===== src/rtl/bus_arbiter.sv =====
// -----------------------------------------------------------------------------
// bus_arbiter
// Shares one word-addressed external bus between the CPU core (master 0) and a
// DMA/video requester (master 1). The CPU owns the bus by default; the DMA is
// given bounded bursts, each preceded by one idle HANDOVER cycle. After a DMA
// grant ends the CPU keeps the bus for CPU_MIN_GAP cycles before the DMA can be
// granted again.
//
// Ports:
//   clock_i, reset_ni          clock (rising edge), async active-low reset
//   cpu_*_i / cpu_*_o          CPU bus interface (address, data, strobes,
//                              read/write requests, read data, stall)
//   dma_*_i / dma_*_o          DMA interface (level request, beat info,
//                              grant, per-beat ack, read data)
//   bus_*_o / bus_data_in_i    external bus pins
//   owner_o                    0 = CPU, 1 = DMA
// The bus path is a pure combinational mux selected by the registered state.
// -----------------------------------------------------------------------------
module bus_arbiter #(
    parameter int DMA_MAX_BURST = 4,
    parameter int CPU_MIN_GAP   = 2
) (
    input  logic        clock_i,
    input  logic        reset_ni,
    input  logic [29:0] cpu_address_i,
    input  logic [31:0] cpu_data_out_i,
    input  logic [3:0]  cpu_data_strobes_i,
    input  logic        cpu_read_i,
    input  logic        cpu_write_i,
    output logic [31:0] cpu_data_in_o,
    output logic        cpu_stall_o,
    input  logic        dma_req_i,
    input  logic [29:0] dma_address_i,
    input  logic [31:0] dma_data_out_i,
    input  logic [3:0]  dma_data_strobes_i,
    input  logic        dma_write_i,
    input  logic        dma_last_i,
    output logic        dma_grant_o,
    output logic        dma_ack_o,
    output logic [31:0] dma_data_in_o,
    output logic [29:0] bus_address_o,
    output logic [31:0] bus_data_out_o,
    output logic [3:0]  bus_data_strobes_o,
    output logic        bus_read_o,
    output logic        bus_write_o,
    input  logic [31:0] bus_data_in_i,
    output logic        owner_o
);

    localparam int BW = $clog2(DMA_MAX_BURST + 1);
    localparam int GW = (CPU_MIN_GAP > 0) ? $clog2(CPU_MIN_GAP + 1) : 1;

    typedef enum logic [1:0] {
        CPU_OWN  = 2'd0,
        HANDOVER = 2'd1,
        DMA_OWN  = 2'd2
    } state_t;

    state_t          state_q;
    logic [BW-1:0]   beat_q;
    logic [BW-1:0]   beat_d;
    logic [GW-1:0]   gap_q;
    logic [GW-1:0]   gap_d;
    logic            stall_q;
    logic            grant_q;
    logic            owner_q;

    // Saturating decrement of the gap counter; the DMA may leave CPU_OWN on
    // the edge where this reaches zero, so exactly CPU_MIN_GAP CPU cycles
    // separate two grants (the first CPU cycle after an exit is unavoidable,
    // so CPU_MIN_GAP of 0 and 1 behave alike).
    assign gap_d  = (gap_q != '0) ? gap_q - 1'b1 : '0;
    assign beat_d = beat_q + 1'b1;

    always_ff @(posedge clock_i or negedge reset_ni) begin
        if (!reset_ni) begin
            state_q <= CPU_OWN;
            beat_q  <= '0;
            gap_q   <= '0;
            stall_q <= 1'b0;
            grant_q <= 1'b0;
            owner_q <= 1'b0;
        end else begin
            case (state_q)
                CPU_OWN: begin
                    gap_q <= gap_d;
                    if (dma_req_i && (gap_d == '0)) begin
                        state_q <= HANDOVER;
                        stall_q <= 1'b1;
                    end
                end
                HANDOVER: begin
                    beat_q <= '0;
                    if (dma_req_i) begin
                        state_q <= DMA_OWN;
                        grant_q <= 1'b1;
                        owner_q <= 1'b1;
                    end else begin
                        state_q <= CPU_OWN;
                        stall_q <= 1'b0;
                    end
                end
                DMA_OWN: begin
                    if (dma_req_i) begin
                        beat_q <= beat_d;
                    end
                    // Exit on an idle cycle, a last beat, or a full burst.
                    if (!dma_req_i || dma_last_i ||
                        (beat_d == BW'(DMA_MAX_BURST))) begin
                        state_q <= CPU_OWN;
                        gap_q   <= GW'(CPU_MIN_GAP);
                        stall_q <= 1'b0;
                        grant_q <= 1'b0;
                        owner_q <= 1'b0;
                    end
                end
                default: begin
                    state_q <= CPU_OWN;
                    stall_q <= 1'b0;
                    grant_q <= 1'b0;
                    owner_q <= 1'b0;
                end
            endcase
        end
    end

    assign cpu_stall_o = stall_q;
    assign dma_grant_o = grant_q;
    assign owner_o     = owner_q;

    always_comb begin
        bus_address_o      = '0;
        bus_data_out_o     = '0;
        bus_data_strobes_o = '0;
        bus_read_o         = 1'b0;
        bus_write_o        = 1'b0;
        cpu_data_in_o      = '0;
        dma_data_in_o      = '0;
        dma_ack_o          = 1'b0;
        case (state_q)
            CPU_OWN: begin
                bus_address_o      = cpu_address_i;
                bus_data_out_o     = cpu_data_out_i;
                bus_data_strobes_o = cpu_data_strobes_i;
                bus_read_o         = cpu_read_i;
                bus_write_o        = cpu_write_i;
                cpu_data_in_o      = bus_data_in_i;
            end
            DMA_OWN: begin
                bus_address_o      = dma_address_i;
                bus_data_out_o     = dma_data_out_i;
                bus_data_strobes_o = dma_data_strobes_i;
                bus_read_o         = dma_req_i & ~dma_write_i;
                bus_write_o        = dma_req_i & dma_write_i;
                dma_ack_o          = dma_req_i;
                dma_data_in_o      = bus_data_in_i;
            end
            default: begin
                // HANDOVER: bus idle, both masters see zero read data.
            end
        endcase
    end

endmodule


===== config.mk =====
export PLATFORM = sky130hd
export DESIGN_NAME = bus_arbiter
export DESIGN_NICKNAME = d
export VERILOG_FILES = /design/src/rtl/bus_arbiter.sv
export SDC_FILE = /design/constraint.sdc
export NUM_CORES = 1
export LEC_CHECK = 0
export CORE_AREA = 5 5 117 119
export DETAILED_ROUTE_END_ITERATION = 8
export DIE_AREA = 0 0 122 124
export PLACE_DENSITY_LB_ADDON = 0.1
export SLEW_MARGIN = 20
export SYNTH_ARGS = -nofsm -noshare
export SYNTH_HDL_FRONTEND = slang
export SYNTH_SLANG_ARGS = --single-unit

===== constraint.sdc =====
create_clock -name clock_i -period 1.7 [get_ports clock_i]
set_input_delay 0.34 -clock clock_i [delete_from_list [all_inputs] [get_ports clock_i]]
set_output_delay 0.34 -clock clock_i [all_outputs]
set_load 0.01 [all_outputs]

==> impl_metrics.csv, run 1 <==
group,metric,value,unit
synthesis,netlist_area,2060,sq um
setup_path,rr_worst_depth,6,
sta,fmax,506,MHz
clocking,clock_sinks,9,
floorplan,core_region_area,12500,sq um
synthesis,yosysUniqueCellTypes,36,
synthesis,synthTopCellsByArea,"mux2i_1, and2_1, nor2_1",
setup_path,cp_data_required_time,1360,ps
setup_path,crit_fanout,7,
synthesis,synth.top_cell.area_share,32.0,%
sta,fin_crit,1970,ps
sta,worst_pin_slew,450,ps
clocking,cts_htree_levels,1,
routing,drc,0,
sta,setup-violations-final,131,
place,place_inst,751,
synthesis,synth_simple_gate_area_share,38.5,%
sta,min_period_over_period,116,%
sta,rsz0062_at_grt,"true",
cells_and_area,area_delta_synth_final,169,%
cells_and_area,final_util,44.5,%
sta,drv_slew,0,
synthesis,synth_compound_area_share,6.07,%
power,total_leakage_power,2.54,nW
routing,vias_per_cell,4.07,
setup_path,cp-end-kind,"output port",
cells_and_area,multi_input_area,1750,sq um
clocking,cts_tree,"yes",
sta,finClkSkew,1.40,ps
synthesis,synthAdderAreaFrac,1.21,%
routing,via_count,3202,
synthesis,syn-num-nets,451,
place,hpwl,9760,microns
floorplan,die_h,124,microns
floorplan,dieArea,15100,sq um
power,powerDensity,1060,nW/um^2
clocking,cts-root-buf,"clkbuf_16",
floorplan,start_util,16.5,%
routing,ant_nets,0,
synthesis,synth_top_family_by_area,"simple AND/OR/NAND/NOR gates",
sta,hold_viol,0,
routing,wire_per_inst,15.4,microns
synthesis,yosysSeqAreaShare,10.9,%
place,place_ws,-446,ps
floorplan,die_w,122,microns
grt,grt_pass1_vias,3327,
clocking,clk_path_buf_depth,2,
synthesis,synth_xor_area_share,0.425,%
setup_path,path_class,"reg2out",
routing,wl,12200,microns
cells_and_area,register_area,230,sq um
grt,grt_max_degree,32,
grt,grt_usage,14.5,%
synthesis,synth.most_common_cell,"nor2_1",
status,violations,"setup timing",
synthesis,synth_top_area_cell,"mux2i_1",
sta,maxSlewHeadroom,69.9,%
floorplan,ios,307,
place,gp_congestion,0.786,
grt,grt_pass1_wl,17400,microns
cells_and_area,num_antenna_cells,0,
sta,tns,-15760,ps
setup_path,cp-start-kind,"flop",
synthesis,synth_edf_count,0,
cells_and_area,n_fill_cell,1307,
synthesis,async_reset_ff_share,100,%
cells_and_area,nNetsFinal,789,
clocking,insertion_delay,240,ps
synthesis,ys_ff_latch,9,
cells_and_area,fin_cells,787,
synthesis,syn_inst,278,
status,status,"finished with violations",
clocking,path_clk_slew,40,ps
clocking,cts_buffers,3,
synthesis,synth_warnings,0,
grt,antenna_found_initial,0,
power,peakVddDrop,353,uV
place,io_buffers,306,
synthesis,synth_common_cells,"nor2_1, and2_1, mux2i_1",
cells_and_area,drive_above_1_share,37.7,%
grt,gr-total-overflow,0,
floorplan,rows,41,
flow_run,maxCapViolations,0,
synthesis,syn_area_per_cell,7.42,sq um
synthesis,synthMuxAreaShare,32.6,%
setup_path,critical_path_arrival,1630,ps
routing,drt_pass1_iterations,4,
routing,drt_iter0_drc,49,
worst_hold_path,hp-class,"in2async",
synthesis,ys.flop_type,"dfrtp_1",
sta,worst_slack,-275,ps
per-stage QoR:
stage / cell area [sq um] / power, mW / hold slack, ps
after floorplan: 2060 / 2.61 / 44.4
after detailed placement: 5360 / 5.39 / 486
after global placement: 5360 / 5.39 / 487
final: 5550 / 5.90 / 419
after CTS: 5480 / 5.88 / 443
after global routing: 5550 / 6.37 / 475
worst paths after layout:
check | endpoint | from | slack (ps)
setup / recovery | dma_data_in_o[16] | state_q[1] | -270
hold / removal | beat_q[0] | reset_ni | 420
setup reg to reg | gap_q[0] | state_q[1] | 30
hold reg to reg | state_q[0] | gap_q[1] | 490
max in group asynchronous | state_q[1] | reset_ni | 930
min in group clock_i | state_q[0] | gap_q[1] | 490
cell families after synthesis:
logic type	count (synthesis)
simple gates	152
mux	67
buf+inv	30
compound gates	17
flops	9
fa+ha+maj	2
xor+xnor	1
critical path, stage by stage, from the launching register on:
cell and delay (ps):
dfrtp_4 520, and2b_2 250, buf_6 140, buf_6 120, buf_6 100, and2_4 140, buf_6 110
power by group:
group / switching [mW] / internal (mW) / total, mW / leakage [nW]
logic: 2.28 / 2.81 / 5.09 / 2.39
registers: 0.0896 / 0.290 / 0.380 / 0.113
clock network: 0.115 / 0.315 / 0.430 / 0.0382
total: 2.49 / 3.42 / 5.90 / 2.54
flip-flops by register name, summed over array words and instances, names as in the netlist:
register and flops:
cpu_stall_o 1, beat_q 3, state_q 2, gap_q 2, owner_o 1
layout make-up:
class,instances,share of cell area (%)
flip-flops and latches,9,4.15
inverters,3,0.203
clock buffers,4,1.42
well taps,172,3.88
multi-input cells,239,31.6
repair buffers,360,58.8
placed cells by master, fill, tap and decap left out, drive strengths merged, types with 3 or more instances in the layout:
cell | synthesis | final
buf | 20 | 180
clkdlybuf4s50 | 0 | 172
nor2 | 68 | 68
mux2i | 66 | 66
and2 | 66 | 66
dfrtp | 9 | 9
nand2b | 6 | 6
clkbuf | 7 | 6
dlygate4sd2 | 0 | 4
o21ai | 4 | 4
inv | 3 | 3
nand3 | 3 | 3
a21oi | 3 | 3
nand2 | 3 | 3
routing by layer:
metal	vias to the layer above	share of wire (%)	GRT usage, %	wire length (microns)
met3	13	9.9	4.95	1210
met1	1418	33	14.5	4020
met5	-	0	0	0
met2	176	56	28.9	6770
li1	1595	-	-	-
met4	0	1.3	2.94	154
repair_timing:
item | CTS | global route
buffers inserted | 24 | 5
gates cloned | 6 | 0
hold buffers | 0 | 0
gates resized for setup | 514 | 122
pin swaps | 33 | 7
endpoints found under the setup margin | 133 | 131
Note: power is estimated with default switching activity, not from simulation.
==> run 2, diff against run 1 <==
- SKIP_LAST_GASP: not set -> 1
==> run 2 against run 1 <==
Compared with the run above:
- the run still ends with setup timing left
- first-iteration DRC count rose by 18%
- critical endpoint unchanged
- via count rose by 2.1%
- design area rose by 5.4%
- highest routed layer unchanged
- setup slack got worse by 14 ps
- routed wire length rose by 2.2%
- largest cell class unchanged
- non-clock buffer count rose by 14
==> impl_metrics.csv, run 2 (synthesis results as in run 1) <==
group,metric,value,unit
flow_run,maxCapViolations,0,
place,gp_congestion,0.786,
clocking,path_clk_slew,40,ps
grt,grt_pass1_vias,3320,
sta,finClkSkew,1.56,ps
sta,worst_slack,-288,ps
sta,drv_slew,0,
grt,gr-total-overflow,0,
setup_path,worstPathCellList,"and2b_2 > buf_6 > buf_6 > buf_6 > and2_4 > buf_6",
setup_path,r2r_slack,150,ps
cells_and_area,reg_top3,"beat_q (3), gap_q (2), state_q (2)",
cells_and_area,multi_input_area,1780,sq um
sta,rsz0062_at_grt,"true",
power,powerDensity,1120,nW/um^2
routing,drc,0,
clocking,cts_hold_buf,0,
floorplan,rows,41,
setup_path,critical_path_arrival,1650,ps
floorplan,ios,307,
setup_path,cpPeakStageDelay,530,ps
clocking,insertion_delay,240,ps
status,violations,"setup timing",
setup_path,critical_path_buf_inv_count,4,
grt,grt_usage,14.4,%
floorplan,die_h,124,microns
setup_path,path_delay_family,"flip-flops",
floorplan,dieArea,15100,sq um
place,hpwl,9760,microns
sta,fmax,503,MHz
setup_path,cp-start-kind,"flop",
cells_and_area,finalInstanceArea,5850,sq um
routing,vias_per_cell,4.08,
routing,wl,12400,microns
clocking,cts_tree,"yes",
setup_path,worstReg2RegStart,"state_q[1]",
cells_and_area,final_util,47.0,%
status,status,"finished with violations",
grt,antenna_found_initial,0,
setup_path,path_class,"reg2out",
floorplan,core_region_area,12500,sq um
setup_path,cp_data_required_time,1360,ps
cells_and_area,num_antenna_cells,0,
sta,fin_crit,1990,ps
power,peakVddDrop,372,uV
clocking,clk_path_buf_depth,2,
sta,hold_viol,0,
clocking,clock_sinks,9,
setup_path,cp-end-kind,"output port",
sta,setup-violations-final,126,
grt,grt_pass1_wl,17300,microns
cells_and_area,final_common_cell,"clkdlybuf4s50_1",
cells_and_area,drive_above_1_share,41.2,%
setup_path,crit_fanout,7,
setup_path,cp_common_cell,"buf_6",
cells_and_area,largest_reg_flops,3,
sta,min_period_over_period,117,%
place,io_buffers,306,
routing,via_count,3270,
setup_path,slowest_stage,"dfrtp_4",
floorplan,die_w,122,microns
cells_and_area,largest-register,"beat_q",
grt,grt_max_degree,32,
cells_and_area,nNetsFinal,803,
clocking,cts-root-buf,"clkbuf_16",
clocking,cts_htree_levels,1,
routing,wire_per_inst,15.5,microns
cells_and_area,register_area,230,sq um
cells_and_area,n_fill_cell,1270,
sta,maxSlewHeadroom,69.4,%
setup_path,rr_worst_depth,5,
clocking,cts_buffers,3,
place,postPlaceCellArea,5360,sq um
floorplan,start_util,16.5,%
routing,drt_pass1_iterations,4,
routing,ant_nets,0,
place,place_ws,-446,ps
cells_and_area,most-common-layout-cells,"clkdlybuf4s50_1, buf_6, nor2_1",
cells_and_area,area_delta_synth_final,184,%
power,p_total,6.54,mW
setup_path,r2r_end,"gap_q[0]",
power,total_leakage_power,2.68,nW
sta,worst_pin_slew,457,ps
routing,drt_iter0_drc,58,
worst_hold_path,hp-class,"in2async",
sta,tns,-19380,ps
run 2: changes by cell type in the layout (fill, tap and decap cells not counted), sizes merged:
cell	before	now
buf	180	179
bufbuf	1	0
clkbuf	6	16
clkdlybuf4s15	0	2
clkdlybuf4s50	172	173
dlygate4sd2	4	8
dlymetal6s2s	1	0
run 2: worst reg2reg max path: stages, from the launching register on:
cell and delay, ps:
dfrtp_4 530, buf_4 170, buf_12 120, buf_16 160, and2_1 140, a221o_1 310
run 2: timing repair:
action | 4_1_cts | 5_1_grt
resized for setup | 423 | 223
setup endpoints to repair | 133 | 132
cloned | 6 | 2
buffers inserted | 24 | 17
pin swaps | 33 | 17
hold endpoints to repair | 0 | 0
run 2: how the worst max path moves through the flow:
stage	start	endpoint	slack, ps	cells after the start
finish	state_q[1]	dma_data_in_o[16]	-290	6
global placement	dma_req_i	dma_ack_o	-460	5
floorplan	state_q[1]	bus_address_o[0]	330	5
global route	state_q[1]	dma_data_in_o[16]	-330	6
CTS	state_q[1]	cpu_data_in_o[9]	-380	4
detailed placement	dma_req_i	dma_ack_o	-450	5
run 2: area by class of cell:
class | count | area share [%]
timing repair buffer | 374 | 60.4
multi-input combinational | 239 | 30.5
sequential | 9 | 3.93
tap | 172 | 3.68
clock buffer | 4 | 1.35
inverter | 3 | 0.192
run 2: metal layers:
metal	vias up	GRT usage (%)	share of wire, %
met2	183	28.6	56
met1	1447	14.4	32
met4	0	2.94	1.2
li1	1627	-	-
met5	-	0	0
met3	13	5.09	10
run 2: power by group:
part | switching [mW] | internal [mW]
clock | 0.115 | 0.315
combinational | 2.41 | 3.32
sequential | 0.0925 | 0.290
run 2: stage by stage:
stage	std cells	hold WS, ps
2_1_floorplan	278	44.4
6_report	801	422
5_1_grt	801	475
3_5_place_dp	751	486
3_3_place_gp	751	487
4_1_cts	784	443
==> run 3, diff against run 2 <==
- MAX_ROUTING_LAYER: not set -> met4
==> run 3 against run 2 <==
Compared with the run above:
- the flow still finishes with violations (setup timing)
- non-clock buffer count down 3
- register-to-register slack about the same
- clock skew barely moved
- sequential share of layout area about the same
- core utilization is essentially flat
- sequential power is essentially flat
- first-iteration DRC count is 10% higher
- sequential cell count did not move
- critical path type unchanged
==> impl_metrics.csv, run 3 (synthesis results as in run 1) <==
group,metric,value,unit
status,status,"finished with violations",
status,violations,"setup timing",
routing,drt_iter0_drc,64,
place,hpwl,9760,microns
cells_and_area,final_util,46.9,%
cells_and_area,final_common_cell,"clkdlybuf4s50_1",
routing,drc,0,
floorplan,start_util,16.5,%
floorplan,core_region_area,12500,sq um
power,peakVddDrop,367,uV
floorplan,dieArea,15100,sq um
cells_and_area,area_delta_synth_final,184,%
grt,grt_pass1_vias,3324,
place,io_buffers,306,
clocking,cts-root-buf,"clkbuf_16",
clocking,insertion_delay,240,ps
grt,grt_usage,14.8,%
cells_and_area,largest_reg_flops,3,
routing,ant_nets,0,
sta,drv_slew,0,
setup_path,critical_path_arrival,1650,ps
grt,antenna_found_initial,0,
power,p_total,6.56,mW
grt,gr-total-overflow,0,
clocking,cts_hold_buf,0,
floorplan,die_h,124,microns
sta,setup-violations-final,126,
routing,via_count,3268,
place,place_ws,-446,ps
flow_run,maxCapViolations,0,
setup_path,crit_fanout,7,
cells_and_area,drive_above_1_share,40.9,%
worst_hold_path,hp-class,"in2async",
clocking,path_clk_slew,40,ps
sta,fin_crit,1990,ps
power,powerDensity,1120,nW/um^2
sta,worst_pin_slew,454,ps
setup_path,crit_start,"state_q[1]",
setup_path,cpPeakStageDelay,530,ps
setup_path,cp_data_required_time,1360,ps
setup_path,cp-end-kind,"output port",
sta,min_period_over_period,117,%
setup_path,path_class,"reg2out",
sta,finClkSkew,1.42,ps
cells_and_area,reg_top3,"beat_q (3), gap_q (2), state_q (2)",
setup_path,worstPathCellList,"and2b_2 > buf_6 > buf_6 > buf_6 > and2_4 > buf_6",
routing,vias_per_cell,4.10,
clocking,clk_path_buf_depth,2,
setup_path,cp_common_cell,"buf_6",
routing,wire_per_inst,15.7,microns
setup_path,slowest_stage,"dfrtp_4",
clocking,cts_htree_levels,1,
floorplan,ios,307,
routing,drt_pass1_iterations,4,
cells_and_area,most-common-layout-cells,"clkdlybuf4s50_1, buf_6, nor2_1",
setup_path,cp-start-kind,"flop",
sta,worst_slack,-289,ps
place,gp_congestion,0.797,
sta,maxSlewHeadroom,69.6,%
sta,hold_ws,421,ps
cells_and_area,largest-register,"beat_q",
floorplan,rows,41,
grt,grt_max_degree,32,
routing,wl,12500,microns
cells_and_area,fin_cells,798,
sta,rsz0062_at_grt,"true",
floorplan,die_w,122,microns
cells_and_area,nNetsFinal,800,
sta,fmax,503,MHz
place,place_inst,751,
grt,grt_pass1_wl,17300,microns
clocking,clock_sinks,9,
clocking,cts_buffers,3,
clocking,cts_tree,"yes",
power,total_leakage_power,2.66,nW
setup_path,worstReg2RegStart,"state_q[1]",
cells_and_area,n_fill_cell,1271,
sta,hold_viol,0,
cells_and_area,num_antenna_cells,0,
-- run 3: cell type report --
| class | instances | area, sq um | share of cell area [%] |
|---|---|---|---|
| clock buffer | 4 | 78.8 | 1.35 |
| inverter | 3 | 11.3 | 0.192 |
| multi-input combinational | 239 | 1780 | 30.5 |
| sequential | 9 | 230 | 3.93 |
| tap | 172 | 215 | 3.68 |
| timing repair buffer | 371 | 3530 | 60.4 |
-- run 3: worst max-delay path, delay by kind of cell (launching register included) --
family,cells,cell delay (ps)
flip-flops,1,530
buffers and inverters,4,480
AND/OR/NAND/NOR,2,390
-- run 3: routing by layer --
layer	vias up	share of wire (%)	GRT usage (%)	wire [microns]
li1	1619	-	-	-
met1	1452	35	15.6	4360
met2	184	56	28.6	7010
met3	13	8.1	2.95	1010
met4	0	1.2	2.94	155
met5	-	0	-	0
-- run 3: power breakdown --
part           switching (mW)  internal, mW  total [mW]
clock                   0.115         0.315       0.430
combinational            2.43          3.32        5.74
sequential             0.0919         0.290       0.382
-- run 3: worst paths after layout --
check	end	slack, ps	cells after the start
max	dma_data_in_o[16]	-290	6
min	beat_q[0]	420	1
max reg2reg	gap_q[0]	150	5
min reg2reg	state_q[0]	490	1
max in group asynchronous	state_q[1]	930	1
min in group clock_i	state_q[0]	490	1
-- run 3: timing repair --
| item | in CTS | in global routing |
|---|---|---|
| gates resized for setup | 423 | 221 |
| buffers inserted | 24 | 12 |
| endpoints found under the setup margin | 133 | 132 |
| gates cloned | 6 | 3 |
| pin swaps | 33 | 16 |
-- run 3: metrics by stage --
stage / TNS, ps / area (sq um)
after floorplan: 0 / 2060
after global placement: -24380 / 5360
after detailed placement: -25600 / 5360
after CTS: -25610 / 5580
after global routing: -27220 / 5850
final: -19730 / 5850
